### src/rtl/fft_pkg.sv
// rtl/fft_pkg.sv - shared FFT datapath widths and complex sample type
package fft_pkg;

  localparam int FFT_DATA_W    = 19;
  localparam int SDF_MAX_DEPTH = 16;

  typedef struct packed {
    logic [FFT_DATA_W-1:0] re;
    logic [FFT_DATA_W-1:0] im;
  } cplx_t;

endpackage

### src/rtl/sdf_cplx_regfile.sv
// rtl/sdf_cplx_regfile.sv - complex-sample register file, combinational read, enabled write, sync clear
module sdf_cplx_regfile #(
  parameter int DATA_W = 19,
  parameter int DEPTH  = 16,
  parameter int AW     = 4
) (
  input  logic                clk,
  input  logic                rst,
  input  logic                i_clr,
  input  logic                i_we,
  input  logic [AW-1:0]       i_addr,
  input  logic [2*DATA_W-1:0] i_wdata,
  output logic [2*DATA_W-1:0] o_rdata
);

  logic [2*DATA_W-1:0] r_mem [DEPTH];

  always_ff @(posedge clk or negedge rst) begin
    if (!rst) begin
      for (int i = 0; i < DEPTH; i++) r_mem[i] <= '0;
    end else if (i_clr) begin
      for (int i = 0; i < DEPTH; i++) r_mem[i] <= '0;
    end else if (i_we) begin
      r_mem[i_addr] <= i_wdata;
    end
  end

  assign o_rdata = r_mem[i_addr];

endmodule

### src/rtl/sdf_delay_line.sv
// rtl/sdf_delay_line.sv - runtime-length complex delay line for the SDF butterfly feedback path
module sdf_delay_line
  import fft_pkg::*;
#(
  parameter int   DATA_W      = FFT_DATA_W,
  parameter int   MAX_DEPTH   = SDF_MAX_DEPTH,
  parameter int   DEFAULT_LEN = SDF_MAX_DEPTH,
  localparam int  LEN_W       = $clog2(MAX_DEPTH + 1)
) (
  input  logic              clk,
  input  logic              rst,
  input  logic              en,
  input  logic              cfg_load,
  input  logic [LEN_W-1:0]  len_cfg,
  input  logic              flush,
  input  logic [DATA_W-1:0] in_r,
  input  logic [DATA_W-1:0] in_i,
  output logic [DATA_W-1:0] out_r,
  output logic [DATA_W-1:0] out_i,
  output logic              primed,
  output logic [LEN_W-1:0]  active_len
);

  localparam int AW = (MAX_DEPTH > 1) ? $clog2(MAX_DEPTH) : 1;

  logic [AW-1:0]       r_ptr;
  logic [LEN_W-1:0]    r_fill;
  logic [LEN_W-1:0]    r_active_len;
  logic                r_primed;
  logic                w_ptr_last;
  logic                w_we;
  logic [LEN_W-1:0]    w_fill_next;
  logic [2*DATA_W-1:0] w_rdata;

  // Out-of-range requests fall back to the longest delay rather than a degenerate one.
  function automatic logic [LEN_W-1:0] f_clamp(input logic [LEN_W-1:0] v);
    if (v == '0 || v > LEN_W'(MAX_DEPTH)) return LEN_W'(MAX_DEPTH);
    return v;
  endfunction

  assign w_ptr_last  = (LEN_W'(r_ptr) == r_active_len - 1'b1);
  assign w_fill_next = (r_fill == r_active_len) ? r_fill : r_fill + 1'b1;
  assign w_we        = en & ~flush & ~cfg_load;

  always_ff @(posedge clk or negedge rst) begin
    if (!rst) begin
      r_ptr        <= '0;
      r_fill       <= '0;
      r_primed     <= 1'b0;
      r_active_len <= LEN_W'(DEFAULT_LEN);
    end else if (flush) begin
      r_ptr    <= '0;
      r_fill   <= '0;
      r_primed <= 1'b0;
    end else if (cfg_load) begin
      r_active_len <= f_clamp(len_cfg);
      r_ptr        <= '0;
      r_fill       <= '0;
      r_primed     <= 1'b0;
    end else if (en) begin
      r_ptr    <= w_ptr_last ? '0 : r_ptr + 1'b1;
      r_fill   <= w_fill_next;
      r_primed <= (w_fill_next == r_active_len);
    end
  end

  sdf_cplx_regfile #(
    .DATA_W (DATA_W),
    .DEPTH  (MAX_DEPTH),
    .AW     (AW)
  ) u_regfile (
    .clk     (clk),
    .rst     (rst),
    .i_clr   (flush),
    .i_we    (w_we),
    .i_addr  (r_ptr),
    .i_wdata ({in_r, in_i}),
    .o_rdata (w_rdata)
  );

  assign out_r      = w_rdata[2*DATA_W-1:DATA_W];
  assign out_i      = w_rdata[DATA_W-1:0];
  assign primed     = r_primed;
  assign active_len = r_active_len;

endmodule

### config.mk
export PLATFORM = sky130hd
export DESIGN_NAME = sdf_delay_line
export DESIGN_NICKNAME = d
export VERILOG_FILES = /design/src/rtl/fft_pkg.sv /design/src/rtl/sdf_cplx_regfile.sv /design/src/rtl/sdf_delay_line.sv
export SDC_FILE = /design/constraint.sdc
export NUM_CORES = 1
export LEC_CHECK = 0
export BUFFER_PORTS_ARGS = -buffer_cell sky130_fd_sc_hd__buf_2
export CORE_ASPECT_RATIO = 1.2
export CORE_MARGIN = 8
export CORE_UTILIZATION = 45
export DETAILED_ROUTE_END_ITERATION = 12
export SLEW_MARGIN = 20
export SYNTH_ARGS = -nofsm -noshare
export SYNTH_HDL_FRONTEND = slang
export SYNTH_SLANG_ARGS = --single-unit
### constraint.sdc
create_clock -name clk -period 2.9 [get_ports clk]
set_input_delay 0.58 -clock clk [delete_from_list [all_inputs] [get_ports clk]]
set_output_delay 0.58 -clock clk [all_outputs]
set_load 0.05 [all_outputs]
==> results of run 1 <==
-- Yosys cell counts --
library cell	count	area (um^2)
a21oi_1	614	3073
a22o_1	1	8.760
a31oi_1	2	12.51
buf_1	18	67.56
buf_12	1	20.02
buf_2	70	350.3
buf_4	7	52.55
buf_6	11	123.9
clkbuf_1	218	818.3
dfrtp_1	622	15560
dfstp_2	1	26.28
ha_1	7	87.58
inv_1	6	22.52
mux2i_1	1	10.01
mux4_1	16	420.4
mux4_2	170	3829
mux4_4	4	100.1
nand2_1	1235	4636
nand2b_1	11	68.82
nand3_1	17	85.08
nand3b_1	1	7.510
nand4_1	3	18.77
nand4b_1	1	8.760
nor2_1	22	82.58
nor2b_1	4	25.02
nor3_1	7	35.03
nor3b_1	1	7.510
nor4b_1	1	8.760
o2111ai_1	1	8.760
o211ai_1	3	22.52
o21ai_0	8	40.04
o21ai_1	1	5.000
o311ai_0	1	8.760
or2_2	2	12.51
or4_1	3	22.52
xnor2_1	8	70.07
xor2_1	6	52.55
-- cells by family after synthesis --
group,synth area share (%)
xor gates and xnor gates,0.4113
adders and majority gates,0.2938
muxes,14.62
DFF,52.30
AOI/OAI and AO/OA,10.66
buffers and inverters,4.881
and+or+nand+nor,16.83
-- metrics by stage --
stage                     setup slack, ns  utilization [%]
final                             -0.4590            52.77
after global routing              -0.5045            52.77
after CTS                         -0.4874            52.32
after detailed placement           0.1009            48.47
after global placement             0.1378            48.47
after floorplan                    0.3582                -
-- power by group through the flow --
stage / sequential (mW) / clock, mW / combinational, mW
after floorplan: 8.95 / 0 / 0.656
after global placement: 8.94 / 0 / 1.13
after detailed placement: 8.94 / 0 / 1.16
after CTS: 8.78 / 8.39 / 1.24
after global routing: 8.78 / 8.79 / 1.36
final: 8.78 / 8.29 / 1.27
-- routing by layer --
layer  GRT usage (%)  vias up
li1                -    10380
met1           35.43    12280
met2           42.62     1228
met3           6.019      298
met4           12.23        2
met5               0        -
-- worst reg2reg max path, cell delays in order, from the launching register on --
cell	delay [ns]
dfrtp_4	0.51
buf_12	0.16
buf_12	0.14
buf_16	0.15
buf_4	0.14
buf_4	0.15
inv_1	0.15
ha_4	0.21
nand2_1	0.12
buf_4	0.22
nor3_4	0.19
buf_4	0.15
clkbuf_16	0.19
nand2_1	0.09
a21oi_1	0.17
-- sequential cells by signal, indices dropped and copies added (netlist names) --
register / cells
u_regfile.r_mem: 608
active_len: 5
r_fill: 5
r_ptr: 4
primed: 1
-- worst max-delay path by stage --
stage                                    start        end  depth (start not counted)  slack (ns)
final                     r_ptr[0]$_DFFE_PN0P_   out_i[8]                          6       -0.46
after global routing      r_ptr[0]$_DFFE_PN0P_   out_i[9]                          7       -0.50
after CTS                 r_ptr[0]$_DFFE_PN0P_   out_i[8]                          6       -0.49
after detailed placement  r_ptr[0]$_DFFE_PN0P_   out_i[8]                          5        0.10
after global placement    r_ptr[0]$_DFFE_PN0P_   out_i[6]                          5        0.14
after floorplan           r_ptr[1]$_DFFE_PN0P_  out_r[18]                          4        0.36
-- final cells by class --
cell class	count	area (um^2)
Antenna cell	4	10.01
Clock buffer	100	1942
Timing Repair Buffer	253	2975
Sequential cell	623	15610
Inverter	6	22.52
Multi-Input combinational cell	2151	12940
Fill cell	5679	31040
Clock inverter	19	136.4
Tap cell	840	1051
-- what timing repair did --
action,CTS,global route
setup endpoints to repair,38,114
buffers inserted,6,12
hold endpoints to repair,5,0
gates cloned,4,2
pin swaps,1,3
hold buffers,1,0
gates resized for setup,83,49
==> summary.txt, run 1 <==
Yosys
  • Syn_area_per_cell: approximately 9.6 um^2
  • Netlist cell types: 37
  • Ys Warns: 0
  • Syn Inst Count: between 3000 and 4000
  • Syn nets: between 3000 and 4000
  • Mapped cell area: roughly 30000 um^2
  • Share of the yosys chip area belonging to registers: 52.30%
  • Seq cells post-synth: ~620

Timing
  • Worst Tran Pin Value: slightly above 0.8 ns
  • PnR worst setup slack: -0.4590 ns
  • Hold Vio Cnt, Final: 0
  • Clock skew: between 0.015 and 0.02 ns
  • Hold slack final: roughly 0.24 ns
  • Max Fclk: 0.2977 GHz
  • RSZ-0062 raised after global routing: true
  • Final TNS setup: -14.46 ns
  • Final setup viols: 38
  • Final min period: approximately 3.4 ns
  • Pins Over Slew Limit: 0
  • Final period utilization: 115.8%
  • Slew HR: about 45%

Routing
  • Wirelength per Cell: around 26 um
  • 1st-iter DRT viols: between 2000 and 3000
  • Average vias per placed instance: between 6 and 7
  • Uppermost layer routed: met5
  • Antenna viol nets, final: 0
  • Met3 WL: 9411 um
  • Met2 wire length: 48510 um
  • Total wire length: a little over 100000 um
  • DRC Markers: 0
  • Vias: approximately 24000
  • Drt first pass iters: 6
  • Wl on met1: 39490 um

Global routing
  • Total congestion overflow: 0
  • Initial antenna violation count: 8
  • Tot GR Track Use: 26.98%
  • First-pass GRT wire length: between 150000 and 200000 um
  • Largest net degree at the start of global routing: roughly 170
  • Vias in the first global route: between 20000 and 25000

Outcome
  • Violations in the final reports: setup timing
  • Status: complete, but fails checks

Power
  • Net Sw Power: roughly 4.5 mW
  • Worst VDD drop: between 0.0003 and 0.0004 V
  • Switching Share: between 20% and 30%
  • Total Power: 18.34 mW
  • P_int: ~14 mW
  • PwrDens: 528.7 nW/um^2
  • LEAKAGE: around 14 nW
  • Clk pwr share: a little under half
  • Combinational share of power: slightly below 7%
  • Seq pwr share: between 40% and 50%

Cells and area
  • Commonest non-fill, non-tap cells in the layout: nand2_1 (1231), dfrtp_1 (618), a21oi_1 (614)
  • Share of post-route cells with drive strength above 1: between 10% and 20%
  • Layout Nets: 3157
  • Final instance area: around 35000 um^2
  • Commonest non-fill, non-tap cell in the layout: nand2_1
  • Final Non-Filler Cells: between 3000 and 4000
  • Area Growth Syn to Fin: 16.34%

Clocking
  • CTS Buf Count: between 60 and 70
  • Reg clk slew, reported paths: 0.06 ns
  • TritonCTS clock tree: done
  • Worst skew pair latency: 0.62 ns
  • Max clock buf depth: 3
  • CTS HTree Levels: 3
  • Root buffer cell: clkbuf_16
  • TritonCTS Sinks: 623

Placed design
  • PortBufs: 91
  • Placed Area: ~32000 um^2
  • Post-DP HPWL: between 50000 and 60000 um
  • Gpl congestion: slightly above 0.8
  • Placed Cells: 3848

Floorplanning
  • IO Count: 92
  • Core area: around 66000 um^2
  • FP Rows: a little over 100
  • Die Span X: around 250 um
  • Initial Util: between 40% and 50%
  • Die area: ~75000 um^2
  • Die Height: just under 300 um

Setup path
  • R2R setup slack: roughly 0.070 ns
  • Worst endpoint required time: about 2.3 ns
  • Critical path launch point type: register
  • CP top delay family: multiplexers
  • CP Data Arrival Time: 2.78 ns
  • Buf+Inv Stages, Crit Path: 4
  • Worst r2r src: r_ptr[0]$_DFFE_PN0P_
  • CP max stage cell: mux4_2
  • CP Cell Sequence: buf_12, buf_16, buf_8, mux4_2, mux4_2, buf_8
  • Worst reg-to-reg path cell count: 14
  • Critical path type: register to output port
  • Worst-path fanout max: 6
  • RR Endpoint: u_regfile.r_mem[495]$_DFFE_PN0P_
  • Critical Path Sink Type: output port
  • Delay of the slowest critical-path stage: roughly 0.58 ns

Hold path
  • Number of cells on the worst hold path: 3
  • Hold wc startpoint: len_cfg[3]
  • Worst hold path class: primary input to register
  • Worst Hold Endpoint: active_len[3]$_DFFE_PN0P_

Job
  • Max Cap Viol: 0
Power figures use the tool's default switching activity.
==> run 2: changes to the inputs <==
Settings changed: CORE_UTILIZATION 45 to 46.
==> run 2 against run 1 <==
The run still ends with setup timing left. Register-to-register slack better by 0.12 ns. Largest cell class unchanged. Non-clock buffer count is 21 lower. Sequential power hardly changed. Die area is 2.0% lower. Clock-buffer cell count is 1 lower. Via count is 0.16% higher. Sequential share of layout area is 0.063 points higher. Clock power is 3.3% higher. Setup slack better by 0.0016 ns. First-iteration DRC count is 20% higher. Total power is 1.6% higher. Core utilization is 1.1 points higher.
==> summary.txt, run 2 (same netlist as run 1, synthesis figures left out) <==
Cells and area
  • Commonest non-fill, non-tap cell in the layout: nand2_1
  • Footprint of the multi-input gates: 12900 um^2 (-0.31%)
  • Area Growth Syn to Fin: 16.18%
  • Share of post-route cells with drive strength above 1: 17.59% (-0.50 points)
  • Max reg flops: 608 (unchanged)
  • Commonest non-fill, non-tap cells in the layout: nand2_1 (1231), dfrtp_1 (618), a21oi_1 (614)
  • Top reg by flops: u_regfile.r_mem
  • Final Non-Filler Cells: 3964 (-0.80%)
  • Layout Nets: 3135 (-0.70%)
  • Final Util: 53.85% (+1.1 points)
  • Fill cells: 5606 (-1.3%)
  • Seq. cell area: 15610 um^2 (unchanged)

Floorplanning
  • Die area: 73250 um^2 (-2.0%)
  • Die Height: 294.9 um (-1.0%)
  • FP Rows: 102 (-0.97%)
  • Core area: 64320 um^2 (-2.1%)
  • Die Span X: 248.4 um (-1.0%)
  • Initial Util: 46.35% (+0.99 points)
  • IO Count: 92 (unchanged)

Timing
  • RSZ-0062 raised after global routing: true
  • Max Fclk: 0.2979 GHz (about the same)
  • Clock skew: 0.01709 ns (+0.0001375 ns)
  • Slew HR: 51.94% (+7.2 points)
  • Final setup viols: 38 (unchanged)
  • Final period utilization: 115.8% (about the same)
  • Final min period: 3.357 ns (-0.001624 ns)
  • Pins Over Slew Limit: 0 (unchanged)
  • PnR worst setup slack: -0.4574 ns (+0.001624 ns)
  • Worst Tran Pin Value: 0.7208 ns (-0.1087 ns)
  • Hold Vio Cnt, Final: 0 (unchanged)

Global routing
  • First-pass GRT wire length: 156000 um (+1.2%)
  • Largest net degree at the start of global routing: 149 (-12%)
  • Vias in the first global route: 24530 (+0.29%)
  • Initial antenna violation count: 11 (+3)
  • Total congestion overflow: 0 (unchanged)
  • Tot GR Track Use: 27.84% (+0.86 points)

Setup path
  • CP Data Arrival Time: 2.78 ns (about the same)
  • Most common cell on crit path: mux4_2
  • Worst r2r src: r_ptr[0]$_DFFE_PN0P_
  • Worst endpoint required time: 2.32 ns (about the same)
  • RR Endpoint: u_regfile.r_mem[353]$_DFFE_PN0P_
  • R2R setup slack: 0.19 ns (+0.12 ns)
  • Critical path launch point type: register
  • Delay of the slowest critical-path stage: 0.51 ns (-0.07 ns)
  • CP Cell Sequence: buf_12, buf_16, clkbuf_16, mux4_2, mux4_2, buf_6
  • Worst reg-to-reg path cell count: 11 (-3)
  • Worst-path fanout max: 13 (+7)
  • CP max stage cell: mux4_2
  • Critical path type: register to output port
  • Critical Path Sink Type: output port

Hold path
  • Worst hold path class: primary input to register
  • Worst Hold Endpoint: active_len[1]$_DFFE_PN0P_
  • Hold wc startpoint: len_cfg[1]
  • Number of cells on the worst hold path: 3 (unchanged)

Clocking
  • TritonCTS Sinks: 623 (unchanged)
  • Reg clk slew, reported paths: 0.06 ns (about the same)
  • CTS Buf Count: 66 (-1.5%)
  • TritonCTS clock tree: done
  • Worst skew pair latency: 0.61 ns (about the same)
  • Root buffer cell: clkbuf_16
  • Max clock buf depth: 3 (unchanged)
  • CTS HTree Levels: 3 (unchanged)

Placed design
  • Placed Cells: 3815 (-0.86%)
  • Post-DP HPWL: 55660 um (-4.1%)
  • PortBufs: 91 (unchanged)
  • Gpl congestion: 0.7865 (-3.9%)

Routing
  • Wirelength per Cell: 25.83 um (+0.97%)
  • Average vias per placed instance: 6.111 (+0.97%)
  • DRC Markers: 0 (unchanged)
  • Drt first pass iters: 6 (unchanged)
  • Antenna viol nets, final: 0 (unchanged)
  • 1st-iter DRT viols: 3001 (+20%)
  • Vias: 24230 (+0.16%)
  • Total wire length: 102400 um (+0.16%)

Job
  • Max Cap Viol: 0 (unchanged)

Power
  • Worst VDD drop: 0.0003483 V (-4.1%)
  • LEAKAGE: 13.79 nW (-0.57%)
  • PwrDens: 537.7 nW/um^2 (+1.7%)

Outcome
  • Violations in the final reports: setup timing
  • Status: complete, but fails checks
[run 2: where the power goes]
part / total (mW) / internal [mW] / leakage, nW / switching (mW)
sequential: 8.78 / 8.74 / 8.68 / 0.0460
combinational: 1.28 / 0.410 / 4.05 / 0.871
clock: 8.56 / 4.97 / 1.06 / 3.59
[run 2: metal layers]
layer	up-vias	routed length (um)	GRT usage (%)	share of wire (%)
li1	10340	-	-	-
met1	12240	38900	36.14	38
met4	4	4158	11.81	4.1
met3	290	10010	5.556	9.8
met2	1350	49270	45.57	48
met5	-	22	0	0.021
[run 2: cell type report]
type	count	share of cell area (%)
inverters	6	0.06502
flip-flops and latches	623	45.06
diodes	5	0.03612
well taps	832	3.005
clock buffers	99	5.559
repair buffers	232	8.388
multi-input cells	2151	37.25
clock inverters	16	0.6394
[run 2: critical path, delay by kind of cell, from the launching register on]
family | cells | cell delay (ns)
flops | 1 | 0.48
buf+inv | 4 | 0.67
mux | 2 | 1.00
[run 2: what timing repair did]
item / CTS / global route
gates cloned: 7 / 3
hold buffers: 1 / 0
endpoints found under the hold margin: 29 / 0
setup buffers: 17 / 2
gates resized for setup: 119 / 18
endpoints found under the setup margin: 38 / 59
[run 2: how the worst max path moves through the flow]
| stage | from | end | cells past startpoint | slack, ns |
|---|---|---|---|---|
| after floorplan | r_ptr[1]$_DFFE_PN0P_ | out_r[18] | 4 | 0.36 |
| after global placement | r_ptr[0]$_DFFE_PN0P_ | out_r[1] | 5 | 0.12 |
| after detailed placement | r_ptr[0]$_DFFE_PN0P_ | out_r[4] | 5 | 0.08 |
| after CTS | r_ptr[0]$_DFFE_PN0P_ | out_r[8] | 6 | -0.48 |
| after global routing | r_ptr[0]$_DFFE_PN0P_ | out_r[2] | 6 | -0.51 |
| final | r_ptr[0]$_DFFE_PN0P_ | out_r[10] | 6 | -0.46 |
[run 2: stage by stage]
step	power [mW]	area [um^2]	worst slack [ns]	hold WS [ns]	TNS (ns)
final	18.62	34640	-0.4574	0.3015	-14.50
after global routing	19.20	34630	-0.5101	0.3468	-16.45
after CTS	18.74	34530	-0.4829	0.3127	-16.13
after detailed placement	10.10	31620	0.07710	0.5114	0
after global placement	10.07	31620	0.1249	0.5042	0
after floorplan	9.610	29810	0.3582	0.2844	0
